$ cat src/rtl/seg7_pkg.sv
// Shared constants for the seven-segment scan driver: active-low glyph table,
// the dark code and the digit-index width helper.
package seg7_pkg;

  localparam logic [6:0] SEG_OFF = 7'h7F;

  // Entry n is the active-low g..a pattern for hex digit n.
  localparam logic [15:0][6:0] GLYPH = {
    7'h0E, 7'h06, 7'h21, 7'h46, 7'h03, 7'h08, 7'h18, 7'h00,
    7'h78, 7'h02, 7'h12, 7'h19, 7'h30, 7'h24, 7'h79, 7'h40
  };

  function automatic int idx_w(input int n);
    return (n < 2) ? 1 : $clog2(n);
  endfunction

endpackage

$ cat src/rtl/seg7_hex_decode.sv
// Combinational nibble to active-low seven-segment glyph.
module seg7_hex_decode
  import seg7_pkg::*;
(
  input  logic [3:0] nib,
  output logic [6:0] seg_L
);

  assign seg_L = GLYPH[nib];

endmodule

$ cat src/rtl/seg7_scan_driver.sv
// Time-multiplexed common-anode display driver with tear-free frame updates,
// leading-zero blanking and a one-cycle anti-ghosting dead time per digit.
module seg7_scan_driver
  import seg7_pkg::*;
#(
  parameter int NUM_DIGITS  = 4,
  parameter int REFRESH_DIV = 50000,
  parameter int LZ_BLANK    = 1
) (
  input  logic                    clk,
  input  logic                    rst_n,
  input  logic [4*NUM_DIGITS-1:0] value,
  input  logic [NUM_DIGITS-1:0]   dp,
  input  logic                    value_valid,
  input  logic                    blank,
  output logic [6:0]              seg_L,
  output logic                    dp_L,
  output logic [NUM_DIGITS-1:0]   an_L,
  output logic                    frame_done
);

  localparam int IW = idx_w(NUM_DIGITS);
  localparam int PW = $clog2(REFRESH_DIV);

  logic [PW-1:0]                  presc_q, presc_d;
  logic [IW-1:0]                  idx_q, idx_d;
  logic                           chg_q, chg_d;
  logic [NUM_DIGITS-1:0][3:0]     pend_q, pend_d, disp_q, disp_d, value_nib;
  logic [NUM_DIGITS-1:0]          pend_dp_q, pend_dp_d, disp_dp_q, disp_dp_d;
  logic                           pflag_q, pflag_d;
  logic [6:0]                     seg_q, seg_d;
  logic                           dpl_q, dpl_d, fd_q, fd_d;
  logic [NUM_DIGITS-1:0]          an_q, an_d;

  logic                           tc, frame_bnd, zero_run, sel_dp;
  logic [NUM_DIGITS-1:0]          lz_mask, sel_an;
  logic [NUM_DIGITS-1:0][6:0]     glyph;
  logic [6:0]                     sel_seg;

  assign value_nib = value;

  for (genvar g = 0; g < NUM_DIGITS; g++) begin : g_dec
    seg7_hex_decode u_dec (.nib(disp_q[g]), .seg_L(glyph[g]));
  end

  always_comb begin
    tc        = (presc_q == PW'(REFRESH_DIV - 1));
    frame_bnd = tc && (idx_q == IW'(NUM_DIGITS - 1));
    presc_d   = tc ? '0 : presc_q + 1'b1;
    idx_d     = idx_q;
    if (tc) idx_d = (idx_q == IW'(NUM_DIGITS - 1)) ? '0 : idx_q + 1'b1;
    // Registered so the outputs go dark on the first cycle of each new digit.
    chg_d     = tc;

    pend_d    = pend_q;
    pend_dp_d = pend_dp_q;
    pflag_d   = pflag_q;
    disp_d    = disp_q;
    disp_dp_d = disp_dp_q;
    if (frame_bnd) begin
      if (value_valid) begin
        disp_d    = value_nib;
        disp_dp_d = dp;
        pflag_d   = 1'b0;
      end else if (pflag_q) begin
        disp_d    = pend_q;
        disp_dp_d = pend_dp_q;
        pflag_d   = 1'b0;
      end
    end else if (value_valid) begin
      pend_d    = value_nib;
      pend_dp_d = dp;
      pflag_d   = 1'b1;
    end
  end

  // A digit is blanked when it and everything above it is zero; digit 0 always shows.
  always_comb begin
    zero_run = 1'b1;
    lz_mask  = '0;
    for (int k = NUM_DIGITS - 1; k >= 0; k--) begin
      zero_run   = zero_run && (disp_q[k] == 4'h0);
      lz_mask[k] = (LZ_BLANK != 0) && (k != 0) && zero_run;
    end
  end

  always_comb begin
    sel_seg = SEG_OFF;
    sel_dp  = 1'b0;
    sel_an  = '1;
    for (int k = 0; k < NUM_DIGITS; k++) begin
      if (idx_q == IW'(k)) begin
        sel_seg   = lz_mask[k] ? SEG_OFF : glyph[k];
        sel_dp    = disp_dp_q[k];
        sel_an[k] = 1'b0;
      end
    end
    an_d  = (blank || chg_q) ? '1 : sel_an;
    seg_d = blank ? SEG_OFF : sel_seg;
    dpl_d = blank ? 1'b1 : ~sel_dp;
    fd_d  = chg_q && (idx_q == '0);
  end

  always_ff @(posedge clk or negedge rst_n) begin
    if (!rst_n) begin
      presc_q   <= '0;
      idx_q     <= '0;
      chg_q     <= 1'b0;
      pend_q    <= '0;
      pend_dp_q <= '0;
      pflag_q   <= 1'b0;
      disp_q    <= '0;
      disp_dp_q <= '0;
      seg_q     <= SEG_OFF;
      dpl_q     <= 1'b1;
      an_q      <= '1;
      fd_q      <= 1'b0;
    end else begin
      presc_q   <= presc_d;
      idx_q     <= idx_d;
      chg_q     <= chg_d;
      pend_q    <= pend_d;
      pend_dp_q <= pend_dp_d;
      pflag_q   <= pflag_d;
      disp_q    <= disp_d;
      disp_dp_q <= disp_dp_d;
      seg_q     <= seg_d;
      dpl_q     <= dpl_d;
      an_q      <= an_d;
      fd_q      <= fd_d;
    end
  end

  assign seg_L      = seg_q;
  assign dp_L       = dpl_q;
  assign an_L       = an_q;
  assign frame_done = fd_q;

endmodule

$ cat config.mk
export PLATFORM = sky130hd
export DESIGN_NAME = seg7_scan_driver
export DESIGN_NICKNAME = d
export VERILOG_FILES = /design/src/rtl/seg7_pkg.sv /design/src/rtl/seg7_hex_decode.sv /design/src/rtl/seg7_scan_driver.sv
export SDC_FILE = /design/constraint.sdc
export NUM_CORES = 1
export LEC_CHECK = 0
export ABC_AREA = 0
export BUFFER_PORTS_ARGS = -buffer_cell sky130_fd_sc_hd__buf_2
export CAP_MARGIN = 20
export CORE_ASPECT_RATIO = 0.5
export CORE_MARGIN = 1.5
export CORE_UTILIZATION = 50
export CTS_CLUSTER_SIZE = 24
export DETAILED_ROUTE_END_ITERATION = 8
export PLACE_DENSITY = 0.79
export SKIP_CTS_REPAIR_TIMING = 1
export SLEW_MARGIN = 10
export SYNTH_ARGS = -nofsm -noshare
export SYNTH_HDL_FRONTEND = slang
export SYNTH_HIERARCHICAL = 1
export SYNTH_SLANG_ARGS = --single-unit
$ cat constraint.sdc
create_clock -name clk -period 4.65 [get_ports clk]
set_clock_uncertainty 0.1 [all_clocks]
set_input_delay 0.465 -clock clk [delete_from_list [all_inputs] [get_ports clk]]
set_output_delay 0.465 -clock clk [all_outputs]
set_load 0.01 [all_outputs]
# --- Word-level counts from Yosys, hierarchy flattened ---
# Memories as Yosys holds them, arrays and structs flattened.
# Index checks and enable logic that the tools add are counted.
# Widths: inputs -> output; s select.
totals:
  ff_bits: 73
  rom_bits: 448
  inputBits: 24
  out_inout_bits: 13
  word_cells: 77
  n_memories: 4
op_classes:
  n_addsub: 2
  magnitude_cmp: 4
  eq_ne: 4
  muxes: 30
  bitwise_logic: 2
  reduce_logical: 13
memory_table:
  columns: ["name", "depth", "width", "read_ports", "rd_ports_with_merged_regs", "write_ports", "line_no", "source"]
  rows:
  - ["(no name shown)", 16, 7, 1, 0, 0, "seg7_hex_decode.sv:9", "assign seg_L = GLYPH[nib];"]
  - ["(no name shown)", 16, 7, 1, 0, 0, "seg7_hex_decode.sv:9", null]
  - ["(no name shown)", 16, 7, 1, 0, 0, "seg7_hex_decode.sv:9", null]
  - ["(no name shown)", 16, 7, 1, 0, 0, "seg7_hex_decode.sv:9", null]
op_table:
  columns: ["op", "count"]
  rows:
  - ["$mux 7", 12]
  - ["$mux 16", 3]
  - ["$lt 4x5->1 const B", 4]
  - ["$add 16x1->16 const B", 1]
  - ["$eq 16x16->1 const B", 1]
  - ["$logic_not 4->1", 3]
  - ["$mux 4", 3]
  - ["$mux 1", 11]
  - ["$eq 2x2->1 const B", 2]
  - ["$logic_and 1x1->1", 4]
  - ["$reduce_and 2->1", 2]
  - ["$reduce_bool 2->1", 2]
  - ["$add 2x1->2 const B", 1]
  - ["$eq 2x1->1 const B", 1]
  - ["$logic_not 2->1", 1]
  - ["$mux 2", 1]
  - ["$not 1->1", 2]
  - ["$logic_or 1x1->1", 1]

# --- Longest topological paths before layout ---
depth:
  depth_word: 8
  mapped_depth: 9
  ltp_nobuf: 9

# --- Modules after synthesis ---
# Netlist, hierarchy kept.
modules_own_cells:
  columns: ["module", "instances", "cells_per_inst", "area_each_um2", "seq_area_each_um2"]
  rows:
  - ["seg7_scan_driver", 1, 312, 3572.2, 1841.8]
  - ["seg7_hex_decode (g_dec[1].u_dec ...)", 3, 34, 255.2, 0.0]
  - ["seg7_hex_decode (g_dec[0].u_dec)", 1, 34, 259.0, 0.0]

# --- Worst setup path before layout ---
# OpenSTA, ideal clock, no wires.
synth_path:
  path_kind: "register -> register"
  start: "register presc_q[7]"
  end: "register disp_q[11] (netlist name)"
  setup_ns: 0.132
  arrival_ns: 1.878
  setup_slack_ns: 2.540
  path_stages_with_launch: 6
  n_path_buf: 1
  period_less_slack_ns: 2.110
  cell_sequence: "dfrtp_1 or4b_4 or4_4 clkbuf_2 o21ai_0 o21ai_1"
synth_via:
  elab_chain_cells: 3
synth_rtl:
  columns: ["element", "line_no", "source"]
  rows:
  - ["start: declaration", "seg7_scan_driver.sv:25", "logic [PW-1:0] presc_q, presc_d;"]
  - ["start signal: assignment", "seg7_scan_driver.sv:119", "presc_q <= presc_d;"]
  - ["$eq 16x16->1", "seg7_scan_driver.sv:47", "tc = (presc_q == PW'(REFRESH_DIV - 1));"]
  - ["$logic_and 1x1->1", "seg7_scan_driver.sv:48", "frame_bnd = tc && (idx_q == IW'(NUM_DIGITS - 1));"]
  - ["$reduce_and 2->1 (no source line)", null, null]
  - ["end signal: assignment", "seg7_scan_driver.sv:125", "disp_q <= disp_d;"]
  - ["end: declaration", "seg7_scan_driver.sv:28", "logic [NUM_DIGITS-1:0][3:0] pend_q, pend_d, disp_q, disp_d, value_nib;"]
# No other way between the ends.
# A chain may end at the register's enable or synchronous reset.

# --- Final worst setup path ---
layout_path:
  start: "register presc_q[7]"
  end: "register disp_dp_q[2]"
layout_via:
  elab_chain_cells: 3
layout_rtl:
  columns: ["element", "line_no", "source"]
  rows:
  - ["$eq 16x16->1", "seg7_scan_driver.sv:47", null]
  - ["via chg_d", "seg7_scan_driver.sv:27", "logic chg_q, chg_d;"]
  - ["$logic_and 1x1->1", "seg7_scan_driver.sv:48", null]
  - ["$reduce_and 2->1 (no source line)", null, null]
  - ["end signal: assignment", "seg7_scan_driver.sv:126", "disp_dp_q <= disp_dp_d;"]
  - ["end: declaration", "seg7_scan_driver.sv:29", "logic [NUM_DIGITS-1:0] pend_dp_q, pend_dp_d, disp_dp_q, disp_dp_d;"]
# The timed path passes the listed nets, and every way through them passes these cells.

==> flow_summary_export.csv <==
group,metric,value,unit
synthesis,synth_fa_ha_area_frac,0.0789,
pwr,leakage,2.25,nW
critical_path,crit_fanout,20,
layout,regArea,1840,sq um
critical_path,crit_path_end_kind,"flip-flop",
synthesis,ys_types,52,
placement,io_buffers,36,
timing,fin_hold_ws,0.141,ns
synthesis,synth_compound_area_frac,0.153,
critical_path,critical_path_arrival,2.71,ns
job,drv_cap,0,
global_route,gr-usage-all-layers,0.209,
global_route,grt_remaining_overflow,0,
timing,max_clock_freq,0.390,GHz
synthesis,syn_nets,501,
placement,place_hpwl,6670,um
pwr,powerDensity,291,nW/um^2
detailed_routing,firstDrtPassIters,4,
timing,tightest_slew,1.03,ns
pwr,power,1.48,mW
critical_path,crit_buf_inv,0,
clock_network,htree_levels,3,
floorplanning,die_w,139,um
floorplanning,placementRows,24,
clock_network,path_clk_slew,0.06,ns
layout,drive_gt1_frac,0.213,
global_route,grt_pass1_wl,16200,um
critical_path,ff2ff_path_depth,4,
placement,dpl_cell_area,4790,sq um
synthesis,netlist_instances,448,
synthesis,synthArstFlopShare,1.00,
critical_path,cp_slowest_stage_delay,0.63,ns
critical_path,r2r_start,"presc_q[7]",
layout,n_antenna_cell,0,
detailed_routing,antenna_left,0,
clock_network,cts_root_buf,"clkbuf_16",
critical_path,r2r_slack,2.08,ns
layout,fin_util,0.579,
synthesis,syn_area,4600,sq um
timing,hold_viol,0,
critical_path,startpoint,"presc_q[7]",
synthesis,synth_xor_area_frac,0.0191,
detailed_routing,num_vias,3419,
global_route,grt_pass1_vias,3227,
timing,finalSetupViolations,0,
detailed_routing,via_per_inst,5.79,
layout,design_area,5110,sq um
floorplanning,ioPinCount,37,
timing,slew_headroom,0.308,
clock_network,clock_sinks,73,
synthesis,synth-simple-area-share,0.144,
synthesis,synth_top_family_by_area,"compound AO/OA/AOI/OAI gates",
layout,nets,523,
synthesis,synth.area.mux_share,0.151,
floorplanning,dieArea,9810,sq um
floorplanning,core_area,8830,sq um
critical_path,crit_chain,"or4b_4, nor4_4, nand3b_1, o21ai_1",
timing,fin_crit_sh,0.552,
layout,fill_cells,751,
min_path,hold_path_class,"in2async",
critical_path,cp.depth,4,
synthesis,yosys_warnings,6,
critical_path,endpoint,"disp_dp_q[2]",
synthesis,syn_area_per_cell,10.3,sq um
global_route,antenna_found_initial,0,
detailed_routing,drc,0,
synthesis,yosysSeqAreaShare,0.401,
critical_path,cp_top_family,"simple AND/OR/NAND/NOR gates",
clock_network,numCtsBuffers,9,
critical_path,critPathSlowestCell,"nand3b_1",
synthesis,synth_edf_count,0,
pwr,irDropWorstVdd,0.236,mV
timing,finalSetupTns,0,ns
synthesis,ys_seq_elements,73,
outcome,status,"completed",
placement,gp_congestion,0.835,
global_route,grt_max_degree,74,
floorplanning,die_h,70.8,um
critical_path,cp-start-kind,"flip-flop",
timing,drv_slew,0,
detailed_routing,drtIter0Drc,331,
floorplanning,start_util,0.521,
synthesis,synth-main-ff-cell,"dfrtp_1",
clock_network,cts_tree,"done",
detailed_routing,wirelength,9700,um
critical_path,r2r-end,"disp_dp_q[2]",
detailed_routing,drt-wirelength-per-cell,16.4,um
critical_path,worstPathRequired,4.79,ns
timing,fin_crit,2.57,ns
timing,rsz0062_at_grt,"false",
layout,area_delta_synth_final,11.1,%
clock_network,clockBufferDepth,2,
critical_path,crit_type,"reg2reg",
clock_network,clk_latency,0.33,ns
layout,multi_input_area,2510,sq um
==> cells in the mapped netlist, drive strengths merged, types with 2 or more instances <==
cell type | count | area (sq um)
o21ai | 62 | 310
dfrtp | 61 | 1530
mux2i | 35 | 350
ha | 29 | 363
nor2 | 26 | 108
inv | 24 | 90.1
mux2 | 24 | 345
clkbuf | 21 | 81.3
nand2 | 15 | 56.3
nand2b | 15 | 93.8
a21oi | 12 | 60.1
dfstp | 12 | 315
o31ai | 12 | 90.1
nand3 | 9 | 45.0
a22o | 8 | 70.1
nor2b | 8 | 50.1
nor3b | 8 | 60.1
buf | 7 | 72.6
xor2 | 7 | 61.3
o311ai | 6 | 52.6
or3b | 5 | 43.8
or4 | 5 | 41.3
a32o | 4 | 40.0
nand4 | 4 | 25.0
nor4 | 3 | 33.8
o22ai | 3 | 18.8
xnor2 | 3 | 26.3
a221oi | 2 | 17.5
and2 | 2 | 12.5
and3 | 2 | 12.5
nand3b | 2 | 15.0
==> cell usage in the layout (no fill, tap or decap), types with 5 or more instances in the layout <==
cell,count
a21oi_1,12
a22o_1,8
buf_2,35
clkbuf_16,9
dfrtp_1,61
dfstp_2,12
ha_1,29
inv_1,24
mux2_4,20
mux2i_1,35
nand2_1,15
nand2b_1,15
nand3_1,9
nor2_1,22
nor2b_1,8
nor3b_1,8
o21ai_0,34
o21ai_1,28
o311ai_0,5
o31ai_1,12
xor2_1,7
==> how the worst min path moves through the flow <==
stage                 from  cells past startpoint  slack (ns)          end
2_1_floorplan        rst_n                      0        0.07        chg_q
3_3_place_gp   presc_q[13]                      1        0.37  presc_q[13]
3_5_place_dp   presc_q[13]                      1        0.39  presc_q[13]
4_1_cts              rst_n                      1        0.19  presc_q[11]
5_1_grt              rst_n                      1        0.22  presc_q[12]
6_report             rst_n                      1        0.14  presc_q[10]
==> sequential cells by signal, summed over array words and instances, names as in the netlist <==
name,flops
chg_q,1
pflag_q,1
an_L,4
pend_q,16
disp_dp_q,4
presc_q,16
dp_L,1
frame_done,1
pend_dp_q,4
idx_q,2
disp_q,16
seg_L,7
==> layout make-up <==
type | instances | share of cell area
clock buffer | 12 | 0.0522
clock inverter | 3 | 0.00931
inverter | 24 | 0.0176
multi-input combinational | 323 | 0.492
sequential | 73 | 0.361
tap | 117 | 0.0287
timing repair buffer | 39 | 0.0402
==> per-stage QoR <==
step                instances  setup slack, ns
floorplan                 448             2.54
global placement          576             2.18
detailed placement        576             2.11
CTS                       591             2.11
global route              591             1.93
finish                    591             2.08
==> report_power, final <==
part / switching (mW) / internal [mW]
registers: 0.0107 / 0.659
clock network: 0.259 / 0.459
logic: 0.0485 / 0.0480
==> metal layers <==
layer  vias to the layer above  share of wire  track usage
met3                        15          0.049       0.0589
met1                      1682           0.48        0.293
li1                       1649              -            -
met4                         0          0.016       0.0632
met2                        73           0.45        0.318
met5                         -              0            0
==> logic make-up after synthesis <==
logic type               count (synthesis)
multiplexers                            59
flip-flops                              73
AO/OA/AOI/OAI                          114
AND/OR/NAND/NOR                        111
XOR/XNOR                                10
adder cells (fa/ha/maj)                 29
buffers and inverters                   52
(Power assumes the default switching activity.)
